$ cat config.mk
export PLATFORM = sky130hd
export DESIGN_NAME = reaction_trial_sequencer
export DESIGN_NICKNAME = d
export VERILOG_FILES = /design/src/rtl/reaction_trial_sequencer.sv
export SDC_FILE = /design/constraint.sdc
export NUM_CORES = 1
export LEC_CHECK = 0
export ABC_AREA = 1
export ABC_CLOCK_PERIOD_IN_PS = 3540
export CAP_MARGIN = 20
export CORE_MARGIN = 2
export CORE_UTILIZATION = 64
export CTS_CLUSTER_SIZE = 10
export DETAILED_ROUTE_END_ITERATION = 6
export DONT_BUFFER_PORTS = 1
export PLACE_DENSITY_LB_ADDON = 0.1
export SLEW_MARGIN = 20
export SYNTH_ARGS = -nofsm -noshare
export SYNTH_HDL_FRONTEND = slang
export SYNTH_SLANG_ARGS = --single-unit
$ cat constraint.sdc
create_clock -name clk -period 3.54 [get_ports clk]
set_clock_uncertainty 0.2 [all_clocks]
set_input_delay 0.708 -clock clk [delete_from_list [all_inputs] [get_ports clk]]
set_output_delay 0.708 -clock clk [all_outputs]
set_load 0.005 [all_outputs]
$ cat src/rtl/reaction_trial_sequencer.sv
// Multi-trial reaction test sequencer: random pre-delay, LED stimulus, reaction timing, best/average.
// Define EARLY_RETRY_EN to repeat a trial after an early press instead of recording a penalty.
module reaction_trial_sequencer #(
  parameter int unsigned LOG2_TRIALS  = 2,
  parameter int unsigned LIMIT_MS     = 1000,
  parameter int unsigned MIN_DELAY_MS = 1000,
  parameter logic [13:0] DELAY_MASK   = 14'h0FFF
) (
  input  logic                   clk,
  input  logic                   reset_n,
  input  logic                   tick_1ms,
  input  logic                   start,
  input  logic                   stop,
  input  logic [13:0]            rnd,
  output logic                   led,
  output logic                   busy,
  output logic [LOG2_TRIALS-1:0] trial_idx,
  output logic [13:0]            last_time,
  output logic                   last_valid,
  output logic                   early,
  output logic                   late,
  output logic [13:0]            best_time,
  output logic [13:0]            avg_time,
  output logic                   done
);

  localparam int unsigned          SUM_W      = 14 + LOG2_TRIALS;
  localparam logic [13:0]          LIMIT      = 14'(LIMIT_MS);
  localparam logic [13:0]          MIN_DELAY  = 14'(MIN_DELAY_MS);
  localparam logic [13:0]          TIME_MAX   = 14'h3FFF;
  localparam logic [LOG2_TRIALS-1:0] LAST_TRIAL = '1;

  // S_AVG is the single clock after the final record where the average is registered.
  localparam logic [2:0] S_IDLE = 3'd0;
  localparam logic [2:0] S_ARM  = 3'd1;
  localparam logic [2:0] S_WAIT = 3'd2;
  localparam logic [2:0] S_TEST = 3'd3;
  localparam logic [2:0] S_AVG  = 3'd4;
  localparam logic [2:0] S_DONE = 3'd5;

  logic [2:0]       state;
  logic [13:0]      cnt;
  logic [SUM_W-1:0] sum;
  logic             start_q;
  logic             stop_q;
  logic             start_rise;
  logic             stop_rise;
  logic [14:0]      delay_raw;
  logic [13:0]      delay_sat;
  logic             rec_en;
  logic [13:0]      rec_value;
  logic             rec_early;
  logic             rec_late;

  assign start_rise = start & ~start_q;
  assign stop_rise  = stop & ~stop_q;
  assign delay_raw  = {1'b0, MIN_DELAY} + {1'b0, rnd & DELAY_MASK};
  assign delay_sat  = delay_raw[14] ? TIME_MAX : delay_raw[13:0];

  // Decide whether this clock closes a trial and with what value.
  always_comb begin
    // NOTE: every output of a combinational block gets a default first so no path can infer a latch.
    rec_en    = 1'b0;
    rec_value = cnt;
    rec_early = 1'b0;
    rec_late  = 1'b0;
    if (state == S_WAIT && stop_rise) begin
`ifndef EARLY_RETRY_EN
      rec_en    = 1'b1;
      rec_value = LIMIT;
      rec_early = 1'b1;
`endif
    end else if (state == S_TEST) begin
      if (stop_rise) begin
        rec_en = 1'b1;
      end else if (tick_1ms && cnt == LIMIT - 14'd1) begin
        rec_en    = 1'b1;
        rec_value = LIMIT;
        rec_late  = 1'b1;
      end
    end
  end

  // NOTE: all state uses non-blocking assignments so every register samples pre-edge values.
  always_ff @(posedge clk or negedge reset_n) begin
    if (!reset_n) begin
      state      <= S_IDLE;
      cnt        <= '0;
      sum        <= '0;
      start_q    <= 1'b0;
      stop_q     <= 1'b0;
      led        <= 1'b0;
      busy       <= 1'b0;
      trial_idx  <= '0;
      last_time  <= '0;
      last_valid <= 1'b0;
      early      <= 1'b0;
      late       <= 1'b0;
      best_time  <= TIME_MAX;
      avg_time   <= '0;
      done       <= 1'b0;
    end else begin
      start_q    <= start;
      stop_q     <= stop;
      last_valid <= 1'b0;
      if (rec_en) begin
        last_time  <= rec_value;
        last_valid <= 1'b1;
        sum        <= sum + SUM_W'(rec_value);
        if (rec_value < best_time) best_time <= rec_value;
        early      <= rec_early;
        late       <= rec_late;
        led        <= 1'b0;
        if (trial_idx == LAST_TRIAL) begin
          state <= S_AVG;
        end else begin
          trial_idx <= trial_idx + LOG2_TRIALS'(1);
          state     <= S_ARM;
        end
      end else begin
        case (state)
          S_IDLE, S_DONE: begin
            if (start_rise) begin
              sum       <= '0;
              trial_idx <= '0;
              best_time <= TIME_MAX;
              done      <= 1'b0;
              early     <= 1'b0;
              late      <= 1'b0;
              busy      <= 1'b1;
              state     <= S_ARM;
            end
          end
          S_ARM: begin
            cnt   <= delay_sat;
            state <= S_WAIT;
          end
          S_WAIT: begin
            if (stop_rise) begin
`ifdef EARLY_RETRY_EN
              // Retry: flag the early press, keep the trial slot, draw a new delay.
              early      <= 1'b1;
              late       <= 1'b0;
              last_valid <= 1'b1;
              led        <= 1'b0;
              state      <= S_ARM;
`endif
            end else if (tick_1ms) begin
              if (cnt <= 14'd1) begin
                cnt   <= '0;
                led   <= 1'b1;
                state <= S_TEST;
              end else begin
                cnt <= cnt - 14'd1;
              end
            end
          end
          S_TEST: begin
            if (tick_1ms) cnt <= cnt + 14'd1;
          end
          S_AVG: begin
            avg_time <= 14'(sum >> LOG2_TRIALS);
            done     <= 1'b1;
            busy     <= 1'b0;
            state    <= S_DONE;
          end
          default: state <= S_IDLE;
        endcase
      end
    end
  end

endmodule

==> results by group <==
Critical path
  – Worst EP arrival: 3340 ps
  – Most frequent CP cell: nand2_1
  – Worst path depth: 22
  – Setup crit start kind: flop
  – Max FO, Critical Path: 4
  – CP Capture Type: flop
  – Delay-heaviest family, CP: simple AND/OR/NAND/NOR gates
  – CP max stage cell: dfrtp_1
  – Cell Chain, Critical Path: ha_1 > nand2_1 > inv_2 > nand2_1 > nor2_1 > nand4_2 > nand2_1 > inv_1 > ha_1 > fa_1 > nand2_1 > inv_1 > nand2_1 > nand2_1 > nand3_1 > nand3_1 > a21oi_1 > o21bai_1 > nand2_1 > nand2_1 > o21ai_0 > inv_1
  – Path depth of the worst reg2reg path: 22
  – Worst EP required: 3590 ps
  – WS Path Type: flop to flop
  – Slowest cell delay on critical path: 400 ps
  – Crit path buf inv count: 4

Worst hold path
  – Worst min-delay path category: input pin to async pin

Run
  – Max-cap violations: 0

Logic synthesis
  – Area fraction in compound gates after synthesis: 13.1%
  – Synth Register Bits: 85
  – Syn_nets: 754
  – Simple-gate share of the synthesized area: 26.8%
  – Synth Cell Area: 0.00533 sq mm
  – Post-synthesis mux area share: 0%
  – Synth warnings: 0
  – Adder-cell share of the synthesized area: 8.36%
  – Fraction of registers with async set/reset: 100%
  – Cells after Synth: 700
  – Seq/Total Area, Yosys: 40.3%
  – Synth Area in XOR/XNOR: 2.79%
  – Top FF cell, synth: dfrtp_1
  – Largest family of logic cells by synthesized area: simple AND/OR/NAND/NOR gates
  – Netlist cell types: 46
  – Syn_area_per_cell: 7.61 sq um
  – Post-synth EDFFs: 0

Global route
  – Vias in the first global route: 4581
  – Initial antenna violation count: 0
  – Total Routing Usage GR: 31.0%
  – Pin count of the biggest net entering global routing: 86
  – Global-route wire length before repair: 21700 um
  – Grt total ovfl: 0

Power
  – Pwr Density: 946 mW/mm^2
  – Pleak: 2.82 nW
  – Max rail drop VDD: 0.505 mV
  – Total power: 5.35 mW

Routing
  – Vias: 4595
  – DRT iter0 DRCs: 397
  – Post-route ant nets: 0
  – Drt first pass iters: 5
  – Vias per Instance: 5.66
  – Wire length per cell: 16.1 um
  – Wirelength, routed: 13100 um
  – DRC errors left: 0

Floorplan
  – Die footprint: 0.00907 sq mm
  – Site Rows: 33
  – Starting Density: 65.5%
  – Die width: 95.2 um
  – Top-level I/O count: 69
  – Core area: 0.00813 sq mm
  – Die Y: 95.2 um

Run status
  – Status: finished, final reports clean

Final layout
  – Commonest non-fill, non-tap cell in the layout: nand2_1
  – Commonest non-fill, non-tap cells in the layout: nand2_1, inv_1, nor2_1
  – Nets: 756
  – Footprint of the multi-input gates: 0.00272 sq mm
  – Fin util: 69.6%
  – Finished Cell Area: 0.00566 sq mm
  – FF+latch area: 0.00214 sq mm
  – Filler cell count: 657
  – Area Growth Syn to Fin: 6.22%
  – Diodes inserted: 0
  – Fin cells: 812
  – Share of cells above drive strength 1: 10.3%

STA
  – Setup ws final: 254 ps
  – Final TNS setup: 0 ps
  – FMAX: 0.304 GHz
  – Final setup viols: 0
  – Relative slew slack: 55.1%
  – Hold slack final: 31.1 ps
  – RSZ-0062 raised after global routing: no
  – Final Hold Vio Count: 0
  – Final Max Slew Viols: 0
  – Worst Tran Pin Value: 669 ps
  – Final period util: 92.8%
  – Minimum clock period: 3290 ps

Clock network
  – CTS max path bufs: 2
  – Worst-skew pair later-pin latency: 360 ps
  – Clock root cell: clkbuf_8
  – Clk sinks: 85
  – H-tree Lvls: 3
  – Clock buffer count from CTS: 9
  – TritonCTS clock tree: built
  – CTS clk-pin slew, worst paths: 90 ps
  – Post-CTS setup buffer count: 0

Placement
  – DPL Wire Length: 9570 um
  – Placed cells: 795
  – Pre-CTS setup slack: 106 ps
  – Port Buffers: 0
  – Routability Congestion: 0.872
  – Area after DPL: 0.00542 sq mm
[worst paths after layout]
| kind | startpoint | slack (ps) | to |
|---|---|---|---|
| setup / recovery | cnt[1]$_DFFE_PN0P_ | 250 | sum[14]$_DFFE_PN0P_ |
| hold / removal | reset_n | 30 | cnt[12]$_DFFE_PN0P_ |
| setup reg to reg | cnt[1]$_DFFE_PN0P_ | 250 | sum[14]$_DFFE_PN0P_ |
| hold reg to reg | best_time[3]$_DFFE_PN1P_ | 310 | best_time[3]$_DFFE_PN1P_ |
| max in group asynchronous | reset_n | 2700 | best_time[10]$_DFFE_PN1P_ |
| min in group clk | start | 170 | start_q$_DFF_PN0_ |
[cell type report]
class | instances | area share [%]
sequential | 85 | 37.9
inverter | 94 | 6.23
clock buffer | 11 | 2.32
tap | 105 | 2.32
timing repair buffer | 10 | 1.68
multi-input combinational | 502 | 48.1
clock inverter | 5 | 1.48
[timing repair]
action / in CTS / in global routing
gates resized for setup: 0 / 1
hold buffers: 1 / 0
hold endpoints to repair: 85 / 0
endpoints found under the setup margin: 0 / 1
[synth_stat cells, types with 2 or more instances]
| cell | instances | area [sq um] |
|---|---|---|
| nor3_1 | 15 | 75.1 |
| o221ai_1 | 2 | 17.5 |
| clkbuf_1 | 7 | 26.3 |
| inv_1 | 85 | 319 |
| dfstp_2 | 14 | 368 |
| xnor2_1 | 6 | 52.6 |
| a221oi_1 | 3 | 26.3 |
| nand2_4 | 2 | 22.5 |
| o211ai_1 | 2 | 15.0 |
| a21oi_1 | 34 | 170 |
| inv_2 | 8 | 30.0 |
| dfrtp_1 | 71 | 1780 |
| nor2_1 | 85 | 319 |
| nand3b_1 | 4 | 30.0 |
| a22oi_1 | 3 | 22.5 |
| nand2_2 | 13 | 81.3 |
| buf_2 | 9 | 45.0 |
| nor2_2 | 6 | 37.5 |
| nand4_1 | 2 | 12.5 |
| a32oi_1 | 2 | 17.5 |
| or2_1 | 3 | 18.8 |
| o21ai_0 | 50 | 250 |
| ha_1 | 34 | 425 |
| nand2_1 | 147 | 552 |
| nor2_4 | 3 | 33.8 |
| xor2_1 | 11 | 96.3 |
| o21ai_1 | 8 | 40.0 |
| nand3_1 | 44 | 220 |
| o22ai_1 | 9 | 56.3 |
| o21a_1 | 2 | 15.0 |
[report_power, final]
part           internal, mW  switching, mW
Clock                 0.401          0.360
Sequential             1.45          0.412
Combinational         0.995           1.73
Total                  2.85           2.50
[routing by layer]
metal | wire length [um] | up-vias | GRT usage (%)
li1 | - | 2276 | -
met1 | 5610 | 2124 | 39.8
met2 | 6120 | 169 | 50.5
met3 | 960 | 26 | 6.80
met4 | 373 | 0 | 13.5
met5 | 0 | - | 0
[worst reg2reg max path: stages (launching register included)]
cell      delay, ps
dfrtp_1         400
ha_1            180
nand2_1          90
inv_2            80
nand2_1          50
nor2_1          160
nand4_2         150
nand2_1         130
inv_1            70
ha_1            210
fa_1            390
nand2_1          70
inv_1            50
nand2_1          50
nand2_1         110
nand3_1         100
nand3_1         140
a21oi_1         170
o21bai_1         80
nand2_1          90
nand2_1          60
o21ai_0          80
inv_1            60
[sequential cells by signal, indices dropped and copies added, names as in the netlist, 2 cells and up]
name / cells
best_time: 14
trial_idx: 2
sum: 16
avg_time: 14
state: 3
last_time: 14
cnt: 14
[kinds of logic (layout without fill, tap and decap cells)]
group,after synthesis,in the layout
adders and majority gates,35,35
AOI/OAI and AO/OA,123,123
xor gates and xnor gates,17,17
buffers and inverters,113,120
DFF,85,85
and+or+nand+nor,327,327
Note: power is estimated with default switching activity, not from simulation.
